$ cat config.mk
export PLATFORM = sky130hd
export DESIGN_NAME = nan_bist_ctrl
export DESIGN_NICKNAME = d
export VERILOG_FILES = /design/src/rtl/nan_bist_ctrl.sv
export SDC_FILE = /design/constraint.sdc
export NUM_CORES = 1
export LEC_CHECK = 0
export CAP_MARGIN = 40
export CORE_UTILIZATION = 52
export CTS_CLUSTER_DIAMETER = 80
export CTS_CLUSTER_SIZE = 14
export DETAILED_ROUTE_END_ITERATION = 6
export PLACE_DENSITY_LB_ADDON = 0.3
export RECOVER_POWER = 100
export SYNTH_ARGS = -nofsm -noshare
export SYNTH_HDL_FRONTEND = slang
export SYNTH_SLANG_ARGS = --single-unit
export TNS_END_PERCENT = 100
$ cat constraint.sdc
create_clock -name clk -period 1.7 [get_ports clk]
set_input_delay 0.34 -clock clk [delete_from_list [all_inputs] [get_ports clk]]
set_output_delay 0.34 -clock clk [all_outputs]
set_load 0.01 [all_outputs]
$ cat src/rtl/nan_bist_ctrl.sv
// BIST sequencer: LFSR stimulus into a registered datapath,
// compares each returned bit against a fixed value, reports pass/fail.
module nan_bist_ctrl #(
  parameter int unsigned NUM_PAT  = 64,
  parameter int unsigned LAT      = 3,
  parameter logic [7:0]  SEED     = 8'hA5,
  parameter logic        EXP_RESP = 1'b1,
  parameter int unsigned ERR_W    = 8
) (
  input  logic             clk,
  input  logic             rst,
  input  logic             start,
  input  logic             abort,
  input  logic             resp_in,
  output logic             stim_out,
  output logic             busy,
  output logic             done,
  output logic             pass,
  output logic [ERR_W-1:0] err_cnt
);

  typedef enum logic [1:0] {
    IDLE,
    RUN,
    DRAIN,
    DONE
  } state_t;

  state_t           state_q;
  logic [7:0]       lfsr_q;
  logic [15:0]      pat_q;
  logic [LAT-1:0]   vld_q;

  logic [7:0]       lfsr_d;
  logic [ERR_W-1:0] err_d;
  logic             last_pat;

  // Next LFSR value, saturating mismatch count, last-issue detect
  always_comb begin
    lfsr_d   = {lfsr_q[6:0],
                lfsr_q[7] ^ lfsr_q[5] ^ lfsr_q[4] ^ lfsr_q[3]};
    err_d    = err_cnt;
    if (vld_q[LAT-1] && (resp_in != EXP_RESP) && (err_cnt != '1))
      err_d = err_cnt + 1'b1;
    last_pat = (pat_q == 16'(NUM_PAT - 1));
  end

  // Sequencer FSM; the valid pipe tracks which edges carry a response
  always_ff @(posedge clk) begin
    if (rst) begin
      state_q  <= IDLE;
      lfsr_q   <= SEED;
      pat_q    <= '0;
      vld_q    <= '0;
      stim_out <= 1'b0;
      busy     <= 1'b0;
      done     <= 1'b0;
      pass     <= 1'b0;
      err_cnt  <= '0;
    end else begin
      unique case (state_q)
        IDLE, DONE: begin
          if (start) begin
            state_q <= RUN;
            busy    <= 1'b1;
            done    <= 1'b0;
            pass    <= 1'b0;
            err_cnt <= '0;
            pat_q   <= '0;
            lfsr_q  <= SEED;
            vld_q   <= '0;
          end
        end
        RUN: begin
          if (abort) begin
            state_q  <= IDLE;
            busy     <= 1'b0;
            stim_out <= 1'b0;
            vld_q    <= '0;
          end else begin
            stim_out <= lfsr_q[0];
            lfsr_q   <= lfsr_d;
            pat_q    <= pat_q + 16'd1;
            vld_q    <= LAT'({vld_q, 1'b1});
            err_cnt  <= err_d;
            if (last_pat)
              state_q <= DRAIN;
          end
        end
        DRAIN: begin
          if (abort) begin
            state_q  <= IDLE;
            busy     <= 1'b0;
            stim_out <= 1'b0;
            vld_q    <= '0;
          end else begin
            stim_out <= 1'b0;
            vld_q    <= LAT'({vld_q, 1'b0});
            err_cnt  <= err_d;
            if (vld_q == '0) begin
              state_q <= DONE;
              busy    <= 1'b0;
              done    <= 1'b1;
              pass    <= (err_d == '0);
            end
          end
        end
        default: state_q <= IDLE;
      endcase
    end
  end

endmodule

==> flow_metrics.py, run 1 <==
metrics = {
    "outcome": {
        "status": "complete, no violations",
    },
    "power_and_ir_drop": {
        "power.share.switching_pct": 27.7,
        "comb_power_share_pct": 23.0,
        "p_switching_mw": 0.661,
        "power.internal_mw": 1.73,
        "power.leakage_nw": 1.01,
        "power_frac_seq_pct": 42.9,
        "clockPowerShare_pct": 34.0,
        "power-per-cell-area_nw_per_um2": 847,
        "ir_drop_mv": 0.644,
    },
    "synthesis": {
        "yosysUniqueCellTypes": 51,
        "yosysSeqAreaShare_pct": 39.0,
        "synth_top_cell_by_area": "dfxtp_1",
        "synth_compound_area_share_pct": 16.2,
        "synthMuxAreaShare_pct": 1.48,
        "synthFlopType": "dfxtp_1",
        "synth-simple-area-share_pct": 30.8,
        "synth_area_leaders": "dfxtp_1 39%, nor2_1 6.2%, a21oi_1 5.5%, nand2_1 4.5%, xnor2_1 4.2%",
        "syn-cell-area_um2": 2110,
        "synth_top_family_by_area": "simple AND/OR/NAND/NOR gates",
        "yosysWarnings": 0,
        "synthAdderAreaFrac_pct": 2.38,
        "netlist_instances": 261,
        "synth_xor_area_share_pct": 6.24,
        "ys_ff_latch": 41,
        "syn_avg_cell_area_um2": 8.07,
        "synth_top_area_share_pct": 39.0,
        "synthArstFlopShare_pct": 0,
        "synth_edf_count": 0,
        "syn-num-nets": 270,
    },
    "detailed_routing": {
        "drc": 0,
        "first_pass_iters": 5,
        "wl_met2_um": 2670,
        "wl_per_cell_um": 15.4,
        "ant_nets": 0,
        "top_layer": "met4",
        "num_vias": 2102,
        "dr_wl_met3_um": 372,
        "m1WireLength_um": 2420,
        "routed_wirelength_um": 5580,
        "drt_iter0_drc": 138,
        "vias_per_cell": 5.81,
    },
    "worst_setup_path": {
        "end_kind": "flip-flop",
        "crit_path_start_kind": "primary input",
        "worstPathArrival_ns": 1.85,
        "critPathKind": "primary input to flip-flop",
        "crit_fanout": 4,
        "cp.required_ns": 1.89,
    },
    "clock_network": {
        "cts_hold_buf": 0,
        "cts_buffers": 5,
        "clock-root-buffer": "clkbuf_8",
        "cts_tree": "yes",
        "insertion_delay_ns": 0.30,
        "cts.sinks": 41,
        "clk_pin_slew_worst_paths_ns": 0.08,
        "cts.path.max_buffers": 2,
        "htree_levels": 2,
        "post_cts_buffers": 0,
    },
    "final_layout": {
        "syn2layout_area_growth_pct": 34.0,
        "fin_nets": 322,
        "final_cell_mix": "37 x buf_4, 34 x dfxtp_1, 32 x nor2_1, 24 x nand2_1, 20 x a21oi_1",
        "final_common_cell": "buf_4",
        "insertedDiodeCount": 0,
        "drive_above_1_share_pct": 27.7,
        "final_cells": 362,
    },
    "floorplanning": {
        "initial_core_util_pct": 55.9,
        "die-area_um2": 4310,
        "ios": 17,
        "row_count": 22,
        "fp.dieH_um": 65.7,
        "fp.dieW_um": 65.7,
        "coreArea_um2": 3770,
    },
    "placed_design": {
        "gp_congestion": 0.922,
        "post-place-cells": 353,
        "port_buffers": 16,
        "preCtsSetupSlack_ns": -0.206,
        "dp_hpwl_um": 3720,
    },
    "timing": {
        "fmax_ghz": 0.602,
        "clock_skew_ns": 0.00381,
        "rsz0062_at_grt": "true",
        "finalCriticalPeriod_ns": 1.66,
        "setup_viol": 0,
        "setup_tns_ns": 0,
        "slew_headroom_pct": 76.5,
        "final-hold-violation-count": 0,
        "final-max-slew-violation-count": 0,
        "tightest_slew_ns": 0.349,
        "finalCritPeriodShare_pct": 97.6,
        "fin_ws_ns": 0.0401,
    },
    "grt": {
        "grtUsageTotal_pct": 26.7,
        "antenna_found_initial": 0,
        "first_global_vias": 1898,
        "grt_start_max_net_pins": 23,
        "grt_first_pass_wirelength_um": 8680,
        "grt_overflow": 0,
    },
    "worst_hold_path": {
        "hp-class": "flip-flop to flip-flop",
    },
    "job": {
        "cap_violations": 0,
    },
}
## cells by family (layout without fill, tap and decap cells)
logic type,after synthesis,in the layout
DFF,41,41
AOI/OAI and AO/OA,54,54
and+or+nand+nor,126,127
muxes,3,3
xor gates and xnor gates,15,15
adders and majority gates,4,4
buffers and inverters,18,70
## state kept, by name, summed over array words and instances (netlist names)
name,count
state_q,2
vld_q,3
stim_out,1
pass,1
err_cnt,8
lfsr_q,8
done,1
pat_q,16
busy,1
## stage by stage
stage	power, mW	utilization, %	instance area [µm²]	hold WS (ns)
floorplan	1.32	-	2130	0.412
global placement	1.54	68.8	2600	0.441
detailed placement	1.55	68.8	2600	0.461
CTS	2.35	72.2	2720	0.472
global route	2.49	74.9	2820	0.497
finish	2.39	74.9	2820	0.472
## synthesized netlist by cell type (all sizes together), types with 2 or more instances
master  instances
a311oi          2
nor4b           3
mux2i           2
o21a            2
xor2            5
buf             4
a31o            2
inv             7
nor3           14
nor4            4
nor3b           3
a211oi          2
nand2b          2
nor2           35
or3             3
and3            7
nand3          13
nand2          25
a22oi           2
clkbuf          6
and4            4
ha              4
dfxtp          41
a21oi          23
nand4           7
xnor2          10
nor2b           2
a31oi           2
o21ai          12
## path summary, 6_finish.rpt
path         startpoint         to  slack, ns  cells past startpoint
max               abort       busy       0.04                      7
min           lfsr_q[1]  lfsr_q[1]       0.47                      2
max reg2reg  state_q[0]  pat_q[15]       0.04                      7
min reg2reg   lfsr_q[1]  lfsr_q[1]       0.47                      2
## power groups by stage
stage,clock (mW),sequential [mW],combinational [mW]
4_1_cts,0.822,1.02,0.507
6_report,0.814,1.03,0.550
2_1_floorplan,0,1.05,0.280
3_5_place_dp,0,1.05,0.504
5_1_grt,0.864,1.03,0.596
3_3_place_gp,0,1.04,0.495
## timing repair
item / 4_1_cts / 5_1_grt
endpoints found under the setup margin: 5 / 36
pin swaps: 0 / 13
cloned: 0 / 1
resized for setup: 6 / 31
endpoints found under the hold margin: 0 / 0
## area by class of cell
type,count,area (µm²)
multi-input combinational,203,1330
fill,278,947
sequential,41,830
timing repair buffer,54,455
clock buffer,7,86.3
tap,48,60.1
clock inverter,1,30.0
inverter,8,30.0
## worst max-delay path: stages
cell	delay [ns]
clkdlybuf4s50_1	0.53
nand2b_1	0.23
o21ai_0	0.33
buf_4	0.18
nor2_1	0.04
mux2i_1	0.15
nor2_1	0.05
## routing by layer
layer	up-vias	track usage (%)
met5	-	0
met4	0	8.97
met3	12	5.73
met2	79	42.6
met1	965	35.4
li1	1046	-
Note: power is estimated with default switching activity, not from simulation.
==> run 2: changes to the inputs <==
--- a/config.mk
+++ b/config.mk
@@ -15,4 +15,3 @@
 export SYNTH_ARGS = -nofsm -noshare
 export SYNTH_HDL_FRONTEND = slang
 export SYNTH_SLANG_ARGS = --single-unit
-export TNS_END_PERCENT = 100
==> results of run 2 <==
No change in the layout: final DEF, timing and power equal those of run 1.
==> run 3: changes to the inputs <==
--- a/config.mk
+++ b/config.mk
@@ -11,7 +11,7 @@
 export CTS_CLUSTER_SIZE = 14
 export DETAILED_ROUTE_END_ITERATION = 6
 export PLACE_DENSITY_LB_ADDON = 0.3
-export RECOVER_POWER = 100
+export RECOVER_POWER = 25
 export SYNTH_ARGS = -nofsm -noshare
 export SYNTH_HDL_FRONTEND = slang
 export SYNTH_SLANG_ARGS = --single-unit
==> results of run 3 <==
No change in the layout: final DEF, timing and power equal those of run 1.
